===== src/rtl/uart_tx.sv =====
`default_nettype none
// +--------------------------------------------------------------------+
// | uart_tx : start + LSB-first data + optional parity + stop framer    |
// | Rev 1.0                                                             |
// +--------------------------------------------------------------------+
module uart_tx #(
   parameter int DATA_WIDTH = 8
) (
   input  logic                  CLK,
   input  logic                  RST,
   input  logic [DATA_WIDTH-1:0] P_DATA,
   input  logic                  Data_Valid,
   input  logic                  PAR_EN,
   input  logic                  PAR_TYP,
   output logic                  TX_OUT,
   output logic                  Busy
);

   localparam int CW = (DATA_WIDTH > 1) ? $clog2(DATA_WIDTH) : 1;
   localparam logic [CW-1:0] C_LAST_BIT = CW'(DATA_WIDTH - 1);

   typedef enum logic [2:0] {
      IDLE   = 3'd0,
      START  = 3'd1,
      DATA   = 3'd2,
      PARITY = 3'd3,
      STOP   = 3'd4
   } state_t;

   state_t                  state_q;
   logic [DATA_WIDTH-1:0]   data_q;
   logic                    par_en_q;
   logic                    par_typ_q;
   logic [CW-1:0]           cnt_q;
   logic                    tx_q;
   logic                    busy_q;

   logic [CW-1:0]           cnt_d;
   logic                    parity_d;

   assign cnt_d    = cnt_q + CW'(1);
   assign parity_d = par_typ_q ? ~^data_q : ^data_q;

   // Each state loads the line value of the bit that follows it, so the
   // outputs come straight from flops and change exactly on the bit edge.
   always_ff @(posedge CLK) begin
      if (!RST) begin
         state_q   <= IDLE;
         data_q    <= '0;
         par_en_q  <= 1'b0;
         par_typ_q <= 1'b0;
         cnt_q     <= '0;
         tx_q      <= 1'b1;
         busy_q    <= 1'b0;
      end else begin
         case (state_q)
            IDLE: begin
               tx_q   <= 1'b1;
               busy_q <= 1'b0;
               if (Data_Valid) begin
                  data_q    <= P_DATA;
                  par_en_q  <= PAR_EN;
                  par_typ_q <= PAR_TYP;
                  tx_q      <= 1'b0;
                  busy_q    <= 1'b1;
                  state_q   <= START;
               end
            end
            START: begin
               cnt_q   <= '0;
               tx_q    <= data_q[0];
               state_q <= DATA;
            end
            DATA: begin
               if (cnt_q == C_LAST_BIT) begin
                  if (par_en_q) begin
                     tx_q    <= parity_d;
                     state_q <= PARITY;
                  end else begin
                     tx_q    <= 1'b1;
                     state_q <= STOP;
                  end
               end else begin
                  cnt_q <= cnt_d;
                  tx_q  <= data_q[cnt_d];
               end
            end
            PARITY: begin
               tx_q    <= 1'b1;
               state_q <= STOP;
            end
            STOP: begin
               tx_q    <= 1'b1;
               busy_q  <= 1'b0;
               state_q <= IDLE;
            end
            default: begin
               tx_q    <= 1'b1;
               busy_q  <= 1'b0;
               state_q <= IDLE;
            end
         endcase
      end
   end

   assign TX_OUT = tx_q;
   assign Busy   = busy_q;

endmodule
`default_nettype wire


===== config.mk =====
export PLATFORM = sky130hd
export DESIGN_NAME = uart_tx
export DESIGN_NICKNAME = d
export VERILOG_FILES = /design/src/rtl/uart_tx.sv
export SDC_FILE = /design/constraint.sdc
export NUM_CORES = 1
export LEC_CHECK = 0
export ABC_AREA = 1
export CORE_MARGIN = 5
export CORE_UTILIZATION = 35
export DETAILED_ROUTE_END_ITERATION = 10
export REMOVE_ABC_BUFFERS = 1
export SKIP_CTS_REPAIR_TIMING = 1
export SYNTH_ARGS = -nofsm -noshare
export SYNTH_HDL_FRONTEND = slang
export SYNTH_SLANG_ARGS = --single-unit

===== constraint.sdc =====
create_clock -name CLK -period 1.5 [get_ports CLK]
set_input_delay 0.3 -clock CLK [delete_from_list [all_inputs] [get_ports CLK]]
set_output_delay 0.3 -clock CLK [all_outputs]
set_load 0.03 [all_outputs]

==> summary.md, run 1 <==
| Metric | Value |
|---|---|
| Skew final | 0.0132 ns |
| Fin cells | 193 |
| CP Class | reg -> reg |
| Main combinational cell family by area after synthesis | simple AND/OR/NAND/NOR gates |
| Util after Layout | 44.7% |
| Initial antenna violation count | 0 |
| Peak VDD IR | 0.000949 V |
| H-tree levels | 1 |
| Post-placement cell area | 1160 µm² |
| Post-synth EDFFs | 0 |
| Core ar. | 2710 µm² |
| Ys async rst share | 0% |
| Final Cycle Share | 91.2% |
| Routed wire length | 2110 µm |
| Psw | 0.862 mW |
| Bufs on Longest Clock Path | 2 |
| Post-route DRC | 0 |
| Compound-cell area share of the yosys netlist | 14.7% |
| Status | complete, no violations |
| Area added between synthesis and finish | 25.7% |
| Sequential share of power | 37.8% |
| Vias | 947 |
| DP Wirelength | 1700 µm |
| Register area share after synthesis | 37.4% |
| Area share of and/or/nand/nor cells after synthesis | 32.4% |
| Pint | 1.10 mW |
| All-layer global routing usage | 11.5% |
| Sw frac | 43.8% |
| Reg2Reg Setup Slack | 0.13 ns |
| Initial core utilization | 35.6% |
| GR Overflow Total | 0 |
| Row count | 19 |
| Yosys reg bits | 18 |
| Worst-margin pin slew | 0.316 ns |
| Via/cell ratio | 4.91 |
| Clock transition at path regs | 0.11 ns |
| CTS tree | built |
| Gpl congestion | 0.726 |
| Yosys warnings | 0 |
| CTS Buf Count | 3 |
| Rel. slew slack | 78.9% |
| Area share of xor/xnor cells in the synthesized design | 3.63% |
| Vias in the first global route | 897 |
| Drt pass-1 iters | 4 |
| Crit. Startpoint | cnt_q[0] |
| Finished Cell Area | 1210 µm² |
| Layout cells sized above 1 | 9.88% |
| Final Max Tran Viols | 0 |
| # diodes | 0 |
| Setup_tns | 0 ns |
| Clk pwr share | 15.2% |
| RSZ-0062 raised after global routing | no |
| Final Setup Violations | 0 |
| Main flop type after synthesis | dfxtp_1 |
| Die Span X | 62.5 µm |
| P per Cell Area | 1620 nW/µm² |
| Worst setup EP type | flop |
| 1st-iter DRT viols | 25 |
| Leakage power | 0.534 nW |
| Die area | 3910 µm² |
| Hold WC Path Type | reg -> reg |
| Worst EP arrival | 1.57 ns |
| Worst-skew pair later-pin latency | 0.30 ns |
| CTS Root Cell | clkbuf_4 |
| RR Startpoint | cnt_q[0] |
| DR WL/cell | 10.9 µm |
| Hold Fails Final Rpt | 0 |
| Combinational Power Share | 47.0% |
| Cells after Synth | 141 |
| Max Fclk | 731 MHz |
| Pin count of the biggest net entering global routing | 19 |
| Final min period | 1.37 ns |
| IO Pins | 15 |
| CTS Sinks | 18 |
| Crit path max fanout | 4 |
| Layout Nets | 178 |
| Mapped cell area | 965 µm² |
| R2R cell count | 10 |
| Synth Area in Adders | 2.59% |
| Mux cell area share after synthesis | 0% |
| First-pass GRT wire length | 3710 µm |
| ANT nets after route | 0 |
| Post-Place Cells | 189 |
| Distinct cells, synth | 21 |
| CP required | 1.70 ns |
| Crit path to | TX_OUT |
| Syn Area/Cell | 6.84 µm² |
| Max_cap viols | 0 |
| Port Buffers | 14 |
| Critical Path Start Type | flop |
| Worst reg2reg path endpoint | TX_OUT |
| Die Y-Extent | 62.5 µm |
==> sequential cells by signal, summed over array words and instances (netlist names) <==
register,count
Busy,1
TX_OUT,1
cnt_q,3
data_q,8
par_en_q,1
par_typ_q,1
state_q,3
==> synth_stat cells (2+ instances only) <==
cell / n / share of area, %
xor2_1: 2 / 1.8
a21oi_1: 14 / 7.3
o21ai_0: 10 / 5.2
nand2_1: 43 / 17
xnor2_1: 2 / 1.8
nand2_2: 3 / 1.9
nor2_1: 2 / 0.78
dfxtp_1: 18 / 37
inv_1: 17 / 6.6
ha_1: 2 / 2.6
nor3_1: 2 / 1.0
nand3_1: 16 / 8.3
inv_2: 2 / 0.78
==> layout by cell type (no fill, tap or decap) <==
cell type,Yosys,final
a211oi_1,1,1
a21oi_1,14,14
buf_4,0,4
clkbuf_4,0,3
clkbuf_8,0,1
clkdlybuf4s50_1,0,12
clkinv_1,1,1
dfxtp_1,18,18
dlymetal6s2s_1,0,2
ha_1,2,1
ha_4,0,1
inv_1,17,17
inv_2,2,2
nand2_1,43,43
nand2_2,3,3
nand2_4,1,1
nand3_1,16,16
nand3b_1,1,1
nor2_1,2,2
nor3_1,2,2
nor3_4,1,1
o211ai_1,1,1
o21ai_0,10,10
o22ai_1,1,1
xnor2_1,2,2
xor2_1,2,2
==> layer usage <==
metal | vias to the layer above | GRT usage, % | wire [µm]
li1 | 497 | - | -
met1 | 429 | 14.2 | 1000
met2 | 17 | 19.4 | 1020
met3 | 4 | 1.62 | 65
met4 | 0 | 5.57 | 27
met5 | - | 0 | 0
==> area by class of cell <==
class                           count  area (µm²)
Clock buffer                        4        36.3
Fill cell                         302        1500
Inverter                           20        75.1
Multi-Input combinational cell    102         527
Sequential cell                    18         360
Tap cell                           31        38.8
Timing Repair Buffer               18         175
==> critical path, cell delays in order (launching register included) <==
cell	delay, ns
dfxtp_1	0.33
ha_1	0.22
ha_4	0.24
inv_1	0.08
nand3_1	0.08
nand3_1	0.07
nand3_1	0.07
nand2_1	0.05
inv_1	0.03
nand2_1	0.05
nand2_1	0.04
==> per-stage QoR <==
stage	worst slack, ns	total power, mW	hold WS, ns
4_1_cts	-0.123	1.98	0.485
3_5_place_dp	0.0660	1.68	0.467
5_1_grt	0.00890	2.15	0.523
2_1_floorplan	0.105	1.43	0.398
6_report	0.132	1.97	0.478
3_3_place_gp	0.0993	1.67	0.456
==> cell families after synthesis <==
| logic type | after synthesis |
|---|---|
| fa+ha+maj | 2 |
| buf+inv | 21 |
| simple gates | 69 |
| compound gates | 27 |
| xor+xnor | 4 |
| flops | 18 |
==> power groups by stage <==
stage                     Combinational, mW  Sequential, mW  Clock (mW)
after floorplan                       0.667           0.764           0
after global placement                0.923           0.746           0
after detailed placement              0.929           0.753           0
after CTS                             0.933           0.742       0.308
after global routing                   1.07           0.762       0.324
final                                 0.924           0.743       0.299
==> worst min-delay path by stage <==
stage / cells past startpoint / slack, ns / startpoint / end
floorplan: 2 / 0.40 / RST / state_q[1]
global route: 2 / 0.52 / par_typ_q / par_typ_q
global placement: 2 / 0.46 / Busy / Busy
CTS: 2 / 0.48 / Busy / Busy
finish: 2 / 0.48 / Busy / Busy
detailed placement: 2 / 0.47 / Busy / Busy
(Power assumes the default switching activity.)
==> run 2, diff against run 1 <==
- CORE_MARGIN: 5 -> 2
- PLACE_DENSITY_LB_ADDON: not set -> 0.15
==> run 2 against run 1 <==
Compared with the run above: register-to-register slack improved by 0.02 ns; flip-flop and latch count unchanged; count of clock-buffer cells in the layout stayed put; worst setup slack better by 0.015 ns; die area down 18%; first-iteration DRC count up 20%; design area rose by 0.62%; cell count up 0.52%; worst hold slack improved by 0.0090 ns; critical path type unchanged.
==> summary.md, run 2 (synthesized netlist as in run 1, its figures left out) <==
| Metric | Value |
|---|---|
| Status | complete, no violations (unchanged) |
| Crit path max fanout | 4 (unchanged) |
| CP delay by family, top | adder cells (unchanged) |
| Hold Fails Final Rpt | 0 (unchanged) |
| Met3 usage | 2.07% (was 1.62%) |
| Skew final | 0.00980 ns (was 0.0132 ns) |
| Most frequent cells in the layout | 43 x nand2_1, 18 x dfxtp_1, 17 x inv_1 (unchanged) |
| Largest regs | data_q (8), cnt_q (3), state_q (3) (unchanged) |
| First-pass GRT wire length | 3730 µm (was 3710 µm) |
| Peak VDD IR | 0.000875 V (was 0.000949 V) |
| CTS Buf Count | 3 (unchanged) |
| Max reg flops | 8 (unchanged) |
| Worst setup EP type | flop (unchanged) |
| RSZ-0062 raised after global routing | no (unchanged) |
| CP required | 1.70 ns (about the same) |
| Finished Cell Area | 1220 µm² (was 1210 µm²) |
| Vias | 932 (was 947) |
| Clock transition at path regs | 0.12 ns (was 0.11 ns) |
| 1st-iter DRT viols | 30 (was 25) |
| Setup_tns | 0 ns (unchanged) |
| Crit path top cell by count | nand2_1 |
| Hold WC Path Type | reg -> reg (unchanged) |
| GRT met2 Usage | 22.3% (was 19.4%) |
| Final Max Tran Viols | 0 (unchanged) |
| Port Buffers | 14 (unchanged) |
| IO Pins | 15 (unchanged) |
| Via/cell ratio | 4.80 (was 4.91) |
| Worst-margin pin slew | 0.319 ns (was 0.316 ns) |
| Initial core utilization | 35.9% (was 35.6%) |
| # diodes | 0 (unchanged) |
| Die area | 3190 µm² (was 3910 µm²) |
| Crit. Startpoint | cnt_q[0] (unchanged) |
| Die Y-Extent | 56.5 µm (was 62.5 µm) |
| All-layer global routing usage | 15.0% (was 11.5%) |
| P per Cell Area | 1620 nW/µm² (about the same) |
| Biggest register | data_q (unchanged) |
| Worst-skew pair later-pin latency | 0.30 ns (about the same) |
| Commonest non-fill, non-tap cell in the layout | nand2_1 (unchanged) |
| Core ar. | 2690 µm² (was 2710 µm²) |
| Beginning of the worst hold path | cnt_q[1] (was Busy) |
| CTS Root Cell | clkbuf_4 (unchanged) |
| DR WL/cell | 11.0 µm (was 10.9 µm) |
| ANT nets after route | 0 (unchanged) |
| Final min period | 1.35 ns (was 1.37 ns) |
| CP Class | reg -> reg (unchanged) |
| Final Setup Violations | 0 (unchanged) |
| GR Overflow Total | 0 (unchanged) |
| Crit path cell chain | ha_1, ha_4, inv_1, nand3_1, nand3b_1, nand3_1, nand2_1, inv_1, nand2_1, nand2_1 (was ha_1, ha_4, inv_1, nand3_1, nand3_1, nand3_1, nand2_1, inv_1, nand2_1, nand2_1) |
| Routed wire length | 2130 µm (was 2110 µm) |
| Post-route DRC | 0 (unchanged) |
| GR Util met1 | 21.2% (was 14.2%) |
| Pin count of the biggest net entering global routing | 19 (unchanged) |
| Max Fclk | 739 MHz (was 731 MHz) |
| Drt pass-1 iters | 4 (unchanged) |
| Bufs on Longest Clock Path | 2 (unchanged) |
| Gpl congestion | 0.913 (was 0.726) |
| Layout Nets | 179 (was 178) |
| Max stage delay on crit path | 0.33 ns (about the same) |
| Post-placement cell area | 1170 µm² (was 1160 µm²) |
| Busiest layer in global routing | met2 (unchanged) |
| Area added between synthesis and finish | 26.5% (was 25.7%) |
| Leakage power | 0.539 nW (was 0.534 nW) |
| Layout cells sized above 1 | 10.4% (was 9.88%) |
| CTS Sinks | 18 (unchanged) |
| Critical Path Start Type | flop (unchanged) |
| DP Wirelength | 1690 µm (was 1700 µm) |
| Max_cap viols | 0 (unchanged) |
| RR Startpoint | cnt_q[0] (unchanged) |
| Slowest CP cell | dfxtp_1 (unchanged) |
| Final Cycle Share | 90.2% (was 91.2%) |
| Die Span X | 56.5 µm (was 62.5 µm) |
| Row count | 19 (unchanged) |
| H-tree levels | 1 (unchanged) |
| CP Buf/Inv Count | 2 (unchanged) |
| Rel. slew slack | 78.7% (was 78.9%) |
| CTS tree | built (unchanged) |
| Initial antenna violation count | 0 (unchanged) |
| Vias in the first global route | 871 (was 897) |
| Worst EP arrival | 1.56 ns (was 1.57 ns) |
-- run 2: layout make-up --
cell class                      instances  area [µm²]
Tap cell                               31        38.8
Inverter                               20        75.1
Multi-Input combinational cell        102         527
Timing Repair Buffer                   19         183
Clock buffer                            4        36.3
Sequential cell                        18         360
Fill cell                             287        1470
-- run 2: final timing paths --
| kind | cells after the start | slack (ns) | end |
|---|---|---|---|
| worst max-delay path | 10 | 0.15 | TX_OUT |
| worst min-delay path | 2 | 0.49 | cnt_q[1] |
| worst max register to register | 10 | 0.15 | TX_OUT |
| worst min register to register | 2 | 0.49 | cnt_q[1] |
-- run 2: power by group --
part	internal [mW]	switching [mW]	total, mW
Sequential	0.613	0.124	0.737
Clock	0.148	0.161	0.309
Combinational	0.345	0.589	0.934
-- run 2: per-layer routing --
metal  up-vias  share of wire [%]
met1       415                 52
met3         2                3.9
met5         -                  0
met2        14                 43
met4         0               0.80
li1        501                  -
-- run 2: worst min-delay path, delay by kind of cell, from the launching register on --
kind / cells / cell delay [ns]
and+or+nand+nor: 1 / 0.06
AOI/OAI and AO/OA: 1 / 0.06
DFF: 1 / 0.33
-- run 2: stage by stage --
| step | util [%] | hold slack [ns] | worst slack, ns | std cells | power (mW) |
|---|---|---|---|---|---|
| after floorplan | - | 0.398 | 0.105 | 140 | 1.43 |
| after global placement | 43.4 | 0.456 | 0.0821 | 190 | 1.67 |
| after detailed placement | 43.4 | 0.467 | 0.0375 | 190 | 1.69 |
| after CTS | 44.8 | 0.484 | -0.119 | 194 | 1.99 |
| after global routing | 45.4 | 0.499 | 0.0194 | 194 | 2.17 |
| final | 45.4 | 0.487 | 0.147 | 194 | 1.98 |
==> run 3, diff against run 2 <==
--- a/config.mk
+++ b/config.mk
@@ -11,3 +11,2 @@
 export DETAILED_ROUTE_END_ITERATION = 10
-export PLACE_DENSITY_LB_ADDON = 0.15
 export REMOVE_ABC_BUFFERS = 1
==> constraint.sdc (replaced) <==
create_clock -name CLK -period 1.5 [get_ports CLK]
set_input_delay 0.15 -clock CLK [delete_from_list [all_inputs] [get_ports CLK]]
set_output_delay 0.15 -clock CLK [all_outputs]
set_load 0.03 [all_outputs]
==> run 3 against run 2 <==
Compared with the run above: flip-flop and latch count stayed put; register-to-register slack about the same; combinational power is 0.6% lower.
==> summary.md, run 3 (synthesized netlist as in run 1, its figures left out) <==
| Metric | Value |
|---|---|
| Initial antenna violation count | 0 (unchanged) |
| Worst reg2reg path endpoint | TX_OUT (unchanged) |
| Final Cycle Share | 94.8% (was 90.2%) |
| Row count | 19 (unchanged) |
| Max stage delay on crit path | 0.66 ns (was 0.33 ns) |
| CP required | 1.35 ns (was 1.70 ns) |
| Die Span X | 56.5 µm (unchanged) |
| Clock transition at path regs | 0.10 ns (was 0.12 ns) |
| Port Buffers | 14 (unchanged) |
| Critical Path Start Type | flop (unchanged) |
| First-pass GRT wire length | 3530 µm (was 3730 µm) |
| Max reg flops | 8 (unchanged) |
| DP Wirelength | 1630 µm (was 1690 µm) |
| R2R cell count | 10 (unchanged) |
| Worst-margin pin slew | 0.314 ns (was 0.319 ns) |
| RR Startpoint | cnt_q[0] (unchanged) |
| Die Y-Extent | 56.5 µm (unchanged) |
| CP Class | reg -> out (was reg -> reg) |
| ANT nets after route | 0 (unchanged) |
| Util after Layout | 44.8% (was 45.4%) |
| Vias in the first global route | 826 (was 871) |
| Via/cell ratio | 4.86 (was 4.80) |
| Die area | 3190 µm² (unchanged) |
| Max Fclk | 704 MHz (was 739 MHz) |
| Final Max Tran Viols | 0 (unchanged) |
| Core ar. | 2690 µm² (unchanged) |
| Post-Place Cells | 188 (was 190) |
| Hold WC Path Type | in -> reg (was reg -> reg) |
| Routed wire length | 1990 µm (was 2130 µm) |
| Drt pass-1 iters | 4 (unchanged) |
| Filler instances | 301 (was 287) |
| 1st-iter DRT viols | 18 (was 30) |
| Peak VDD IR | 0.000912 V (was 0.000875 V) |
| Crit path max fanout | 1 (was 4) |
| Worst-skew pair later-pin latency | 0.29 ns (was 0.30 ns) |
| CP delay by family, top | buffers and inverters (was adder cells) |
| Largest regs | data_q (8), cnt_q (3), state_q (3) (unchanged) |
| Layout cells sized above 1 | 9.32% (was 10.4%) |
| Crit. Startpoint | TX_OUT (was cnt_q[0]) |
| Hold depth | 3 (was 2) |
| # diodes | 0 (unchanged) |
| Crit path to | TX_OUT (unchanged) |
| Post-route DRC | 0 (unchanged) |
| All-layer global routing usage | 13.9% (was 15.0%) |
| Area added between synthesis and finish | 24.6% (was 26.5%) |
| Crit path cell chain | clkdlybuf4s50_1 (was ha_1, ha_4, inv_1, nand3_1, nand3b_1, nand3_1, nand2_1, inv_1, nand2_1, nand2_1) |
| Skew final | 0.00154 ns (was 0.00980 ns) |
| Final min period | 1.42 ns (was 1.35 ns) |
| Max_cap viols | 0 (unchanged) |
| CTS tree | built (unchanged) |
| P per Cell Area | 1630 nW/µm² (was 1620 nW/µm²) |
| Fin cells | 192 (was 194) |
| Worst setup EP type | output pin (was flop) |
| Initial core utilization | 35.9% (unchanged) |
| Gpl congestion | 0.899 (was 0.913) |
| H-tree levels | 1 (unchanged) |
| Layout Nets | 177 (was 179) |
| Biggest register | data_q (unchanged) |
| Pin count of the biggest net entering global routing | 19 (unchanged) |
| IO Pins | 15 (unchanged) |
| CTS Root Cell | clkbuf_4 (unchanged) |
| Bufs on Longest Clock Path | 2 (unchanged) |
| Status | complete, no violations (unchanged) |
| RSZ-0062 raised after global routing | no (unchanged) |
| DR WL/cell | 10.4 µm (was 11.0 µm) |
| CTS Buf Count | 3 (unchanged) |
| Levels on crit path | 1 (was 10) |
| CP Buf/Inv Count | 1 (was 2) |
| CTS Sinks | 18 (unchanged) |
| Fin Hold WS | 0.424 ns (was 0.487 ns) |
| Reg2Reg Setup Slack | 0.14 ns (was 0.15 ns) |
| Worst EP arrival | 1.27 ns (was 1.56 ns) |
| Commonest non-fill, non-tap cell in the layout | nand2_1 (unchanged) |
| Most frequent cells in the layout | 43 x nand2_1, 18 x dfxtp_1, 17 x inv_1 (unchanged) |
| Leakage power | 0.524 nW (was 0.539 nW) |
| GR Overflow Total | 0 (unchanged) |
| Setup_tns | 0 ns (unchanged) |
| Final Setup Violations | 0 (unchanged) |
| Slowest CP cell | clkdlybuf4s50_1 (was dfxtp_1) |
| Rel. slew slack | 79.0% (was 78.7%) |
| Vias | 933 (was 932) |
| Hold Fails Final Rpt | 0 (unchanged) |
==> run 3: changes by cell type in the layout (fill, tap and decap cells not counted), sizes merged <==
cell,change
clkdlybuf4s50,+1
dlymetal6s2s,-1
buf,-2
==> run 3: power by group <==
part | leakage [nW] | internal [mW] | switching [mW] | total, mW
clock | 0.0210 | 0.148 | 0.153 | 0.301
sequential | 0.148 | 0.613 | 0.121 | 0.734
combinational | 0.355 | 0.343 | 0.585 | 0.928
==> run 3: routing by layer <==
metal  track usage (%)  vias to the layer above  wire [µm]
met5                 0                        -          0
met4              4.08                        0         29
met2              23.1                       11        924
met3              3.00                        4         60
li1                  -                      503          -
met1              17.9                      415        979
==> run 3: through the flow <==
stage                     setup WS (ns)  instance area [µm²]  power, mW
final                            0.0786                 1200       1.96
after global placement            0.115                 1150       1.66
after CTS                        0.0388                 1190       1.99
after global routing            0.00777                 1200       2.15
after detailed placement         0.0785                 1150       1.68
after floorplan                   0.105                  950       1.43
==> run 3: tightest hold or removal path, stage by stage <==
cell and delay, ns:
clkdlybuf4s50_1 0.40, nand3_1 0.08, a21oi_1 0.06
==> run 3: cell type report <==
cell class | count | area (µm²) | share of cell area [%]
flip-flops and latches | 18 | 360 | 30.0
inverters | 20 | 75.1 | 6.24
well taps | 31 | 38.8 | 3.23
clock buffers | 4 | 36.3 | 3.02
multi-input cells | 102 | 527 | 43.8
repair buffers | 17 | 165 | 13.7
==> run 3: worst min-delay path by stage <==
stage / startpoint / end / slack, ns
3_5_place_dp: par_typ_q / par_typ_q / 0.47
4_1_cts: P_DATA[7] / data_q[7] / 0.41
6_report: P_DATA[7] / data_q[7] / 0.42
2_1_floorplan: RST / state_q[1] / 0.25
3_3_place_gp: cnt_q[1] / cnt_q[1] / 0.46
5_1_grt: P_DATA[7] / data_q[7] / 0.42
